--- src/rtl/esp_at_cmd.sv ---
// AT-command initiator: streams one of four fixed AT commands into the UART TX channel,
// then watches the RX channel for the final OK / ERROR line or a response timeout.
module esp_at_cmd #(
    parameter logic [31:0] TIMEOUT_CYCLES = 32'd100_000_000
) (
    input  logic       clk_i,
    input  logic       rst_i,
    input  logic [1:0] cmd_sel_i,
    input  logic       cmd_start_i,
    output logic       busy_o,
    output logic       done_o,
    output logic       resp_ok_o,
    output logic       resp_err_o,
    output logic       resp_timeout_o,
    output logic [7:0] tx_data_o,
    output logic       tx_valid_o,
    input  logic       tx_ready_i,
    input  logic [7:0] rx_data_i,
    input  logic       rx_valid_i,
    output logic       rx_ready_o
);
    // state     | meaning
    // IDLE      | waiting for cmd_start
    // SEND      | streaming command bytes, matchers already listening
    // WAIT_RESP | waiting for OK / ERROR line or timeout
    // DONE      | one-cycle completion pulse
    typedef enum logic [1:0] {IDLE, SEND, WAIT_RESP, DONE} state_t;

    state_t      state_q, state_d;
    logic [1:0]  cmd_q, cmd_d;
    logic [3:0]  idx_q, idx_d;
    logic [1:0]  ok_idx_q, ok_idx_d, ok_idx_n;
    logic [2:0]  err_idx_q, err_idx_d, err_idx_n;
    logic        ok_hit_q, ok_hit_d, err_hit_q, err_hit_d;
    logic [31:0] cnt_q, cnt_d;
    logic        busy_q, busy_d, done_q, done_d;
    logic        ok_q, ok_d, err_q, err_d, to_q, to_d;
    logic        tx_valid_q, tx_valid_d;
    logic [7:0]  tx_data_q, tx_data_d;
    logic        rx_ready_q;
    logic        rx_fire, tx_fire, ok_cmp, err_cmp;

    // Commands are left-aligned in a 13-byte window so one shift picks any byte.
    function automatic logic [7:0] rom_byte(input logic [1:0] c, input logic [3:0] i);
        logic [103:0] s;
        case (c)
            2'd0:    s = {"AT", 8'h0D, 8'h0A, 72'h0};
            2'd1:    s = {"ATE0", 8'h0D, 8'h0A, 56'h0};
            2'd2:    s = {"AT+RST", 8'h0D, 8'h0A, 40'h0};
            default: s = {"AT+CWMODE=1", 8'h0D, 8'h0A};
        endcase
        s = s << (8 * i);
        return s[103:96];
    endfunction

    function automatic logic [3:0] cmd_len(input logic [1:0] c);
        case (c)
            2'd0:    return 4'd4;
            2'd1:    return 4'd6;
            2'd2:    return 4'd8;
            default: return 4'd13;
        endcase
    endfunction

    function automatic logic [7:0] ok_char(input logic [1:0] i);
        case (i)
            2'd0:    return 8'h4F;
            2'd1:    return 8'h4B;
            2'd2:    return 8'h0D;
            default: return 8'h0A;
        endcase
    endfunction

    function automatic logic [7:0] err_char(input logic [2:0] i);
        case (i)
            3'd0:    return 8'h45;
            3'd1:    return 8'h52;
            3'd2:    return 8'h52;
            3'd3:    return 8'h4F;
            3'd4:    return 8'h52;
            3'd5:    return 8'h0D;
            default: return 8'h0A;
        endcase
    endfunction

    assign rx_fire = rx_valid_i && rx_ready_q;
    assign tx_fire = tx_valid_q && tx_ready_i;

    always_comb begin
        ok_idx_n  = ok_idx_q;
        err_idx_n = err_idx_q;
        ok_cmp    = 1'b0;
        err_cmp   = 1'b0;
        if (rx_fire) begin
            if (rx_data_i == ok_char(ok_idx_q)) begin
                if (ok_idx_q == 2'd3) begin
                    ok_cmp   = 1'b1;
                    ok_idx_n = 2'd0;
                end else begin
                    ok_idx_n = ok_idx_q + 2'd1;
                end
            end else begin
                ok_idx_n = (rx_data_i == 8'h4F) ? 2'd1 : 2'd0;
            end
            if (rx_data_i == err_char(err_idx_q)) begin
                if (err_idx_q == 3'd6) begin
                    err_cmp   = 1'b1;
                    err_idx_n = 3'd0;
                end else begin
                    err_idx_n = err_idx_q + 3'd1;
                end
            end else begin
                err_idx_n = (rx_data_i == 8'h45) ? 3'd1 : 3'd0;
            end
        end
    end

    always_comb begin
        state_d    = state_q;
        cmd_d      = cmd_q;
        idx_d      = idx_q;
        ok_idx_d   = ok_idx_q;
        err_idx_d  = err_idx_q;
        ok_hit_d   = ok_hit_q;
        err_hit_d  = err_hit_q;
        cnt_d      = cnt_q;
        busy_d     = busy_q;
        done_d     = 1'b0;
        ok_d       = ok_q;
        err_d      = err_q;
        to_d       = to_q;
        tx_valid_d = tx_valid_q;
        tx_data_d  = tx_data_q;
        case (state_q)
            IDLE: begin
                if (cmd_start_i) begin
                    state_d    = SEND;
                    cmd_d      = cmd_sel_i;
                    idx_d      = 4'd0;
                    ok_idx_d   = 2'd0;
                    err_idx_d  = 3'd0;
                    ok_hit_d   = 1'b0;
                    err_hit_d  = 1'b0;
                    ok_d       = 1'b0;
                    err_d      = 1'b0;
                    to_d       = 1'b0;
                    busy_d     = 1'b1;
                    tx_valid_d = 1'b1;
                    tx_data_d  = rom_byte(cmd_sel_i, 4'd0);
                end
            end
            SEND: begin
                ok_idx_d  = ok_idx_n;
                err_idx_d = err_idx_n;
                ok_hit_d  = ok_hit_q | ok_cmp;
                err_hit_d = err_hit_q | err_cmp;
                if (tx_fire) begin
                    if (idx_q == cmd_len(cmd_q) - 4'd1) begin
                        state_d    = WAIT_RESP;
                        tx_valid_d = 1'b0;
                        cnt_d      = 32'd0;
                    end else begin
                        idx_d     = idx_q + 4'd1;
                        tx_data_d = rom_byte(cmd_q, idx_q + 4'd1);
                    end
                end
            end
            WAIT_RESP: begin
                ok_idx_d  = ok_idx_n;
                err_idx_d = err_idx_n;
                cnt_d     = cnt_q + 32'd1;
                // A match completing on the timeout cycle takes priority.
                if (ok_cmp || ok_hit_q || err_cmp || err_hit_q
                        || cnt_q == TIMEOUT_CYCLES - 32'd1) begin
                    state_d = DONE;
                    busy_d  = 1'b0;
                    done_d  = 1'b1;
                    if (ok_cmp || ok_hit_q)        ok_d  = 1'b1;
                    else if (err_cmp || err_hit_q) err_d = 1'b1;
                    else                           to_d  = 1'b1;
                end
            end
            default: state_d = IDLE;
        endcase
    end

    always_ff @(posedge clk_i or posedge rst_i) begin
        if (rst_i) begin
            state_q    <= IDLE;
            cmd_q      <= 2'd0;
            idx_q      <= 4'd0;
            ok_idx_q   <= 2'd0;
            err_idx_q  <= 3'd0;
            ok_hit_q   <= 1'b0;
            err_hit_q  <= 1'b0;
            cnt_q      <= 32'd0;
            busy_q     <= 1'b0;
            done_q     <= 1'b0;
            ok_q       <= 1'b0;
            err_q      <= 1'b0;
            to_q       <= 1'b0;
            tx_valid_q <= 1'b0;
            tx_data_q  <= 8'h00;
            rx_ready_q <= 1'b0;
        end else begin
            state_q    <= state_d;
            cmd_q      <= cmd_d;
            idx_q      <= idx_d;
            ok_idx_q   <= ok_idx_d;
            err_idx_q  <= err_idx_d;
            ok_hit_q   <= ok_hit_d;
            err_hit_q  <= err_hit_d;
            cnt_q      <= cnt_d;
            busy_q     <= busy_d;
            done_q     <= done_d;
            ok_q       <= ok_d;
            err_q      <= err_d;
            to_q       <= to_d;
            tx_valid_q <= tx_valid_d;
            tx_data_q  <= tx_data_d;
            rx_ready_q <= 1'b1;
        end
    end

    assign busy_o         = busy_q;
    assign done_o         = done_q;
    assign resp_ok_o      = ok_q;
    assign resp_err_o     = err_q;
    assign resp_timeout_o = to_q;
    assign tx_valid_o     = tx_valid_q;
    assign tx_data_o      = tx_data_q;
    assign rx_ready_o     = rx_ready_q;
endmodule

--- config.mk ---
export PLATFORM = sky130hd
export DESIGN_NAME = esp_at_cmd
export DESIGN_NICKNAME = d
export VERILOG_FILES = /design/src/rtl/esp_at_cmd.sv
export SDC_FILE = /design/constraint.sdc
export NUM_CORES = 1
export LEC_CHECK = 0
export ABC_AREA = 0
export ABC_CLOCK_PERIOD_IN_PS = 3280
export CAP_MARGIN = 20
export CORE_MARGIN = 2
export CORE_UTILIZATION = 51
export CTS_BUF_LIST = sky130_fd_sc_hd__clkbuf_16
export DETAILED_ROUTE_END_ITERATION = 16
export PLACE_DENSITY = 0.83
export SLEW_MARGIN = 20
export SYNTH_ARGS = -nofsm -noshare
export SYNTH_HDL_FRONTEND = slang
export SYNTH_SLANG_ARGS = --single-unit
export TNS_END_PERCENT = 100
--- constraint.sdc ---
create_clock -name clk_i -period 3.28 [get_ports clk_i]
set_input_delay 0.984 -clock clk_i [delete_from_list [all_inputs] [get_ports clk_i]]
set_output_delay 0.984 -clock clk_i [all_outputs]
set_load 0.005 [all_outputs]
# Word level (Yosys, flattened, before mapping)
# Cells that the tools add are included.
[classes] add_sub_neg=5 n_bitwise=2 shifts=1 n_eq_ne=29 n_mux=67 n_reduce_logical=28
[ops] operator="2-to-1 mux 104 bit" n=3
[ops] operator="one-hot mux 87 bit (3 select lines)" n=1
[ops] operator="<< shifter 104 x 7 -> 104 bit" n=1
[ops] operator="2-to-1 mux 32 bit" n=2
[ops] operator="one-hot mux 32 bit (2 select lines)" n=1
[ops] operator="2-to-1 mux 8 bit" n=5
[ops] operator="adder 32 x 1 -> 32 bit, second input constant" n=1
[ops] operator="== test 32 x 27 -> 1 bit, second input constant" n=1
[ops] operator="one-hot mux 7 bit (4 select lines)" n=1
[ops] operator="2-to-1 mux 1 bit" n=23
[ops] operator="one-hot mux 7 bit (3 select lines)" n=1
[ops] operator="2-to-1 mux 4 bit" n=5
[ops] operator="inequality test 2 bit, second input constant" n=9
[ops] operator="== test 8 x 7 -> 1 bit, second input constant" n=2
[ops] operator="== test 8 bit" n=2
[ops] operator="2-to-1 mux 2 bit" n=8
[ops] operator="one-hot mux 8 bit (2 select lines)" n=1
[ops] operator="AND reduction 4 bit" n=4
[ops] operator="one-hot mux 1 bit (2 select lines)" n=7
[ops] operator="2-to-1 mux 3 bit" n=4
[ops] operator="one-hot mux 4 bit (3 select lines)" n=1
[ops] operator="AND reduction 5 bit" n=2
[ops] operator="== test 3 bit, second input constant" n=3
[ops] operator="AND reduction 3 bit" n=3
[ops] operator="23 further kinds" n=41
[word_totals] output_inout_bits=15 word_cells=148 reg_bits=62 inputBits=15

# Logic depth before layout (Yosys ltp)
# Gate-level depths: netlist (run 1).
[depth] word_depth=13 ltp_mapped=10 depth_no_buf=9

# Worst setup path before layout (run 1)
# Ideal clock, no wire load.
[synth_path] path_type="input port to flip-flop" startpoint="input port rx_data_i[6]" endpoint="register state_q[1]" setup_time_ns=0.125 path_slack_ns=0.330 path_buffers=1 arrival_time_ns=2.824 required_ns=3.155 path_stages=8 cell_sequence="buf_6 -> or3_1 -> a2111oi_2 -> nor3_1 -> and4bb_1 -> and4b_1 -> a21o_1 -> mux2_4"
[synth_between] elab_chain_len=9 word_cells_on_any_way=12 classes_between="3 x eq/ne; 4 x mux; 5 x reduce/logical"
[synth_lines] element="from (decl)" line="18" rtl="input logic [7:0] rx_data_i,"
[synth_lines] element="== test 8 bit" line="95" rtl="if (rx_data_i == ok_char(ok_idx_q)) begin"
[synth_lines] element="2-to-1 mux 1 bit" line="95"
[synth_lines] element="2-to-1 mux 1 bit" line="94" rtl="if (rx_fire) begin"
[synth_lines] element="logical OR 1 bit" line="173" rtl="if (ok_cmp || ok_hit_q || err_cmp || err_hit_q"
[synth_lines] element="logical OR 1 bit * (2 in series)" line="173"
[synth_lines] element="logical OR 1 bit *" line="174" rtl="|| cnt_q == TIMEOUT_CYCLES - 32'd1) begin"
[synth_lines] element="inequality test 2 bit (no line) *"
[synth_lines] element="AND reduction 4 bit (no line) *"
[synth_lines] element="to (signal assigned)" line="206" rtl="state_q <= state_d;"
[synth_lines] element="to (decl)" line="29" rtl="state_t state_q, state_d;"
# Mark *: on every way between the ends. The rest lies on a longest branch, timed or not.
# A chain may end at the register's enable or synchronous reset.

# Final worst setup path (run 1)
# Ends and elaborated chain as after synthesis.

==> impl_metrics.py, run 1 <==
metrics = {
    "status": {
        "run_status": "finished, final reports clean",
    },
    "sta": {
        "rsz0062_at_grt": "false",
        "setup_viol": 0,
        "worstMarginPinSlew_ns": 0.6887,
        "finalCriticalPeriod_ns": 3.111,
        "slew_headroom_pct": 54.04,
        "setup_slack_ns": 0.1691,
        "final-hold-violation-count": 0,
        "drv_slew": 0,
        "post-route-period-util_pct": 94.84,
        "fin_worst_skew_ns": 0.004474,
        "finalSetupTns_ns": 0,
        "max_clock_freq_ghz": 0.3215,
    },
    "yosys": {
        "yosysWarnings": 0,
        "netlist.area_leader.share_pct": 37.50,
        "synth_edf_count": 0,
        "synth-main-ff-cell": "dfrtp_1",
        "synth.cell_area_um2": 4070,
        "synth_common_cells": "dfrtp_1 (61), nor2_1 (61), nand2_1 (44), nand3_1 (29), a21oi_1 (24)",
        "async_reset_ff_share_pct": 100.0,
        "syn_nets": 522,
        "synth_cell_types": 56,
        "synth_seq_cells": 61,
        "yosys.area.top_type": "dfrtp_1",
        "seq_area_frac_synth_pct": 37.50,
        "synth_cells": 484,
        "avgSynthCellArea_um2": 8.409,
        "synth.area.top_cells": "dfrtp_1 (38%), ha_1 (7.1%), nor2_1 (5.6%), nand2_1 (4.1%), nand3_1 (3.6%)",
    },
    "global_route": {
        "overflow": 0,
        "grt_pass1_wl_um": 16280,
        "antenna_found_initial": 0,
        "grt_max_degree": 26,
        "grt_usage_pct": 23.21,
        "grt_pass1_vias": 3530,
    },
    "finish": {
        "regArea_um2": 1526,
        "antennaDiodeCount": 0,
        "post-route-util_pct": 62.65,
        "fill_cells": 623,
        "layout.nets": 560,
        "multiInputGateArea_um2": 2379,
        "area_growth_pct": 18.94,
        "drive_above_1_share_pct": 8.539,
    },
    "floorplan": {
        "fp.dieArea_um2": 8711,
        "die_h_um": 93.34,
        "core_um2": 7727,
        "rows": 32,
        "fp.dieW_um": 93.34,
        "io_pins": 30,
        "start_util_pct": 52.67,
    },
    "worst_hold_path": {
        "hold_path.class": "flip-flop to flip-flop",
    },
    "clocking": {
        "clock_latency_ns": 0.33,
        "cts_made_buffers": 9,
        "clk_pin_slew_ns": 0.05,
        "clockRootBuffer": "clkbuf_16",
        "clock_sinks": 61,
        "cts_max_level": 3,
        "tritoncts": "done",
        "cts_buffer_depth": 2,
    },
    "detailed_routing": {
        "drt_first_pass_iters": 5,
        "drt_iter0_drc": 271,
        "drcViolationCount": 0,
        "antenna_left": 0,
        "via_per_inst": 5.854,
        "num_vias": 3682,
        "wl_per_cell_um": 14.87,
        "drt-total-wl_um": 9351,
    },
    "setup_path": {
        "worst-path-max-fanout": 3,
        "startpoint_type": "input pin",
        "crit_chain": "clkdlybuf4s50_1 -> or3_1 -> a2111oi_2 -> nor3_1 -> and4bb_1 -> and4b_1 -> a21o_1 -> mux2_4",
        "end_kind": "flip-flop",
        "cp_data_required_time_ns": 3.49,
        "critPathKind": "input pin to flip-flop",
        "path_delay_family": "simple AND/OR/NAND/NOR gates",
        "path_buf_inv": 1,
        "cp.arrival_ns": 3.32,
        "crit_path_top_delay_cell": "clkdlybuf4s50_1",
        "critPathMaxStageDelay_ns": 0.45,
        "r2r_slack_ns": 0.40,
    },
    "flow_run": {
        "maxCapViolations": 0,
    },
    "power_and_ir_drop": {
        "vdd_drop_max_uv": 316.5,
        "power_leakage_nw": 2.116,
        "p_per_area_nw_per_um2": 358.9,
        "power_mw": 1.738,
    },
    "place": {
        "dp_hpwl_um": 6550,
        "port_buffers": 28,
        "dp_slack_ns": -0.1375,
        "gp_congestion": 0.8835,
    },
}
what timing repair did:
item,in CTS,in global routing
buffers inserted,0,0
gates resized for setup,0,1
setup endpoints to repair,0,3
hold buffers,0,0
final cells by class:
type / instances / area share, %
Tap cell: 102 / 2.636
Inverter: 23 / 1.783
Multi-Input combinational cell: 379 / 49.13
Clock inverter: 7 / 1.370
Timing Repair Buffer: 48 / 8.891
Sequential cell: 61 / 31.53
Clock buffer: 9 / 4.652
sequential cells by signal (all words and copies together), names as in the netlist:
signal and flops:
done_o 1, busy_o 1, ok_hit_q 1, idx_q 4, ok_idx_q 2, err_hit_q 1, cnt_q 32, tx_data_o 7
rx_ready_o 1, state_q 2, cmd_q 2, tx_valid_o 1, resp_err_o 1, resp_ok_o 1, err_idx_q 3, resp_timeout_o 1
per-layer routing:
layer | share of wire [%] | global-route usage, % | wire length, um
met2 | 47 | 37.71 | 4426
met3 | 5.5 | 4.432 | 514
met5 | 0 | 0 | 0
met4 | 1.6 | 7.230 | 153
met1 | 46 | 31.44 | 4256
worst paths after layout:
kind,start,endpoint,depth (start not counted)
max,rx_data_i[6],state_q[1],8
min,tx_data_o[5],tx_data_o[5],1
max reg2reg,cmd_q[1],cnt_q[14],10
min reg2reg,tx_data_o[5],tx_data_o[5],1
max in group asynchronous,rst_i,cnt_q[10],3
min in group asynchronous,rst_i,tx_data_o[1],2
power by group:
part	switching (mW)	internal [mW]	total, mW
clock	0.337	0.583	0.919
combinational	0.0361	0.0269	0.0630
sequential	0.00106	0.754	0.755
total	0.374	1.36	1.74
cells in the final DEF (no fill, tap or decap), drive strengths merged, types with 2 or more instances in the layout:
cell type / count
nand4b: 3
nand3b: 2
nand2: 44
and4b: 2
dfrtp: 61
a21oi: 24
a31oi: 11
clkbuf: 9
or3: 5
clkdlybuf4s50: 28
nor2b: 5
xnor2: 13
inv: 23
buf: 20
nor4: 7
and2: 4
a2111oi: 2
a21o: 5
nor2: 61
nand4: 4
clkinv: 5
o21bai: 2
nand3: 29
mux2: 7
and3: 7
mux2i: 10
ha: 23
a211oi: 4
a41oi: 5
conb: 2
o211ai: 4
nand2b: 5
nor3: 15
xor2: 16
o31ai: 3
o22ai: 2
o21ai: 39
kinds of logic (layout without fill, tap and decap cells):
group | count (synthesis) | count (layout) | share of synthesized area (%)
AND/OR/NAND/NOR | 197 | 197 | 23.18
multiplexers | 17 | 17 | 4.488
buffers and inverters | 44 | 87 | 4.427
other | 2 | 2 | 0.1845
adder cells (fa/ha/maj) | 23 | 23 | 7.070
XOR/XNOR | 29 | 29 | 6.240
AO/OA/AOI/OAI | 111 | 111 | 16.91
flip-flops | 61 | 61 | 37.50
stage by stage:
stage / hold WS, ns / area, um^2 / instances
finish: 0.4853 / 4841 / 629
floorplan: 0.4724 / 4070 / 484
detailed placement: 0.4792 / 4542 / 613
global route: 0.5060 / 4841 / 629
CTS: 0.4914 / 4833 / 629
global placement: 0.4705 / 4542 / 613
Power figures use the tool's default switching activity.
==> inputs of run 2 (changes only) <==
--- a/config.mk
+++ b/config.mk
@@ -6,13 +6,13 @@
 export NUM_CORES = 1
 export LEC_CHECK = 0
 export ABC_AREA = 0
-export ABC_CLOCK_PERIOD_IN_PS = 3280
 export CAP_MARGIN = 20
 export CORE_MARGIN = 2
 export CORE_UTILIZATION = 51
 export CTS_BUF_LIST = sky130_fd_sc_hd__clkbuf_16
 export DETAILED_ROUTE_END_ITERATION = 16
 export PLACE_DENSITY = 0.83
+export SKIP_LAST_GASP = 1
 export SLEW_MARGIN = 20
 export SYNTH_ARGS = -nofsm -noshare
 export SYNTH_HDL_FRONTEND = slang
==> results of run 2 <==
Final layout, timing and power as in run 1 (identical DEF).
==> inputs of run 3 (changes only) <==
--- a/config.mk
+++ b/config.mk
@@ -8,10 +8,10 @@
 export ABC_AREA = 0
 export CAP_MARGIN = 20
 export CORE_MARGIN = 2
-export CORE_UTILIZATION = 51
+export CORE_UTILIZATION = 40
 export CTS_BUF_LIST = sky130_fd_sc_hd__clkbuf_16
 export DETAILED_ROUTE_END_ITERATION = 16
-export PLACE_DENSITY = 0.83
+export PLACE_DENSITY = 0.7
 export SKIP_LAST_GASP = 1
 export SLEW_MARGIN = 20
 export SYNTH_ARGS = -nofsm -noshare
==> run 3 against run 2 <==
  * Clock power grew 5.4%
  * Clock skew grew 0.0022 ns
  * Sequential share of layout area shrank 0.39 points
  * Utilization shrank 13 points
  * Largest power group unchanged
  * Maximum frequency grew 2.6%
  * Sequential power is essentially flat
  * Non-clock buffer count is the same
  * Total power grew 2.9%
  * Highest routed layer unchanged
  * Global-route usage shrank 4.9 points
  * Cell count grew 4.9%
  * Clock-buffer cell count is the same
==> impl_metrics.py, run 3 (synthesis results as in run 1) <==
metrics = {
    "status": {
        "run_status": "finished, final reports clean",
    },
    "setup_path": {
        "r2r_slack_ns": 0.50,
        "startpoint_type": "input pin",
        "path_buf_inv": 1,
        "cp-startpoint": "rx_data_i[6]",
        "path_delay_family": "simple AND/OR/NAND/NOR gates",
        "r2r-start": "cmd_q[1]",
        "crit_chain": "clkdlybuf4s50_1 -> or3_1 -> a2111oi_2 -> nor3_1 -> and4bb_1 -> and4b_1 -> a21o_1 -> mux2_4",
        "cp_data_required_time_ns": 3.49,
        "critPathMaxStageDelay_ns": 0.41,
        "end_kind": "flip-flop",
        "crit_path_top_delay_cell": "clkdlybuf4s50_1",
        "critPathKind": "input pin to flip-flop",
        "r2r_cells": 7,
        "cp.arrival_ns": 3.24,
        "worst-path-max-fanout": 2,
        "rr_endpoint": "tx_data_o[1]",
    },
    "clocking": {
        "tritoncts": "done",
        "clock_latency_ns": 0.32,
        "clockRootBuffer": "clkbuf_16",
        "hold_buffers": 0,
        "cts_max_level": 3,
        "cts_made_buffers": 9,
        "clk_pin_slew_ns": 0.05,
        "cts_setup_buffers": 0,
        "cts-resized-gates": 0,
        "cts_buffer_depth": 2,
        "clock_sinks": 61,
    },
    "global_route": {
        "antenna_found_initial": 0,
        "grt_usage_pct": 18.26,
        "grt_pass1_wl_um": 16510,
        "grt_pass1_vias": 3487,
        "overflow": 0,
        "grt_max_degree": 62,
    },
    "power_and_ir_drop": {
        "p_per_area_nw_per_um2": 364.9,
        "vdd_drop_max_uv": 206.0,
        "power_leakage_nw": 2.127,
    },
    "detailed_routing": {
        "drt_first_pass_iters": 5,
        "wl_per_cell_um": 14.08,
        "drt_iter0_drc": 265,
        "via_per_inst": 5.405,
        "antenna_left": 0,
        "num_vias": 3567,
        "drcViolationCount": 0,
        "drt-total-wl_um": 9291,
    },
    "sta": {
        "drv_slew": 0,
        "post-route-period-util_pct": 92.43,
        "finalSetupTns_ns": 0,
        "slew_headroom_pct": 53.94,
        "setup_viol": 0,
        "final-hold-violation-count": 0,
        "finalCriticalPeriod_ns": 3.032,
        "worstMarginPinSlew_ns": 0.6901,
        "max_clock_freq_ghz": 0.3298,
        "rsz0062_at_grt": "false",
        "fin_worst_skew_ns": 0.006630,
    },
    "finish": {
        "fill_cells": 978,
        "top_register": "cnt_q",
        "antennaDiodeCount": 0,
        "area_growth_pct": 20.41,
        "layout_commonest_cell": "dfrtp_1",
        "layout_common_cells": "dfrtp_1 (61), nor2_1 (60), nand2_1 (44), nand3_1 (29), clkdlybuf4s50_1 (28)",
        "post-route-util_pct": 49.91,
        "layout.nets": 560,
        "largest_reg_flops": 32,
        "drive_above_1_share_pct": 7.590,
    },
    "flow_run": {
        "maxCapViolations": 0,
    },
    "place": {
        "gp_congestion": 0.8158,
        "dp_hpwl_um": 6724,
        "port_buffers": 28,
    },
    "floorplan": {
        "rows": 36,
        "fp.dieW_um": 104.9,
        "die_h_um": 104.9,
        "start_util_pct": 41.45,
        "fp.dieArea_um2": 11000,
        "io_pins": 30,
        "core_um2": 9819,
    },
    "worst_hold_path": {
        "holdPathStages": 1,
        "min_to": "tx_data_o[4]",
        "hold_path.class": "flip-flop to flip-flop",
        "hp-start": "tx_data_o[4]",
    },
}
[run 3: power breakdown]
part / switching, mW / internal, mW
Combinational: 0.0352 / 0.0287
Sequential: 0.000745 / 0.754
Clock: 0.317 / 0.652
[run 3: through the flow]
step                area (um^2)  cells  setup slack (ns)  hold slack, ns  total power, mW
floorplan                  4070    484            0.3305          0.4724           0.7976
global placement           4593    644          -0.05227          0.4750           0.8317
detailed placement         4593    644          -0.08011          0.4777           0.8327
CTS                        4898    660            0.1961          0.4892            1.816
global route               4901    660           0.09777          0.5110            1.857
finish                     4901    660            0.2483          0.4843            1.788
[run 3: worst max-delay path by stage]
stage	to	slack (ns)	cells after the start
after detailed placement	state_q[1]	-0.08	8
after global placement	state_q[1]	-0.05	8
after global routing	state_q[1]	0.1	8
after floorplan	state_q[1]	0.33	8
final	state_q[1]	0.25	8
after CTS	tx_data_o[1]	0.20	7
[run 3: routing by layer]
metal,global-route usage (%),part of all wire [%],up-vias,routed length [um]
met1,24.74,49,1703,4510
met4,6.667,1.1,0,103
li1,-,-,1785,-
met5,0,0,-,0
met3,3.057,3.3,8,310
met2,29.36,47,71,4367
[run 3: cell type report]
| class | instances | area [um^2] | share of cell area [%] |
|---|---|---|---|
| multi-input cells | 379 | 2374 | 48.43 |
| clock inverters | 7 | 80.08 | 1.634 |
| flip-flops and latches | 61 | 1526 | 31.15 |
| inverters | 23 | 86.33 | 1.762 |
| well taps | 133 | 166.4 | 3.395 |
| repair buffers | 48 | 442.9 | 9.038 |
| clock buffers | 9 | 225.2 | 4.595 |
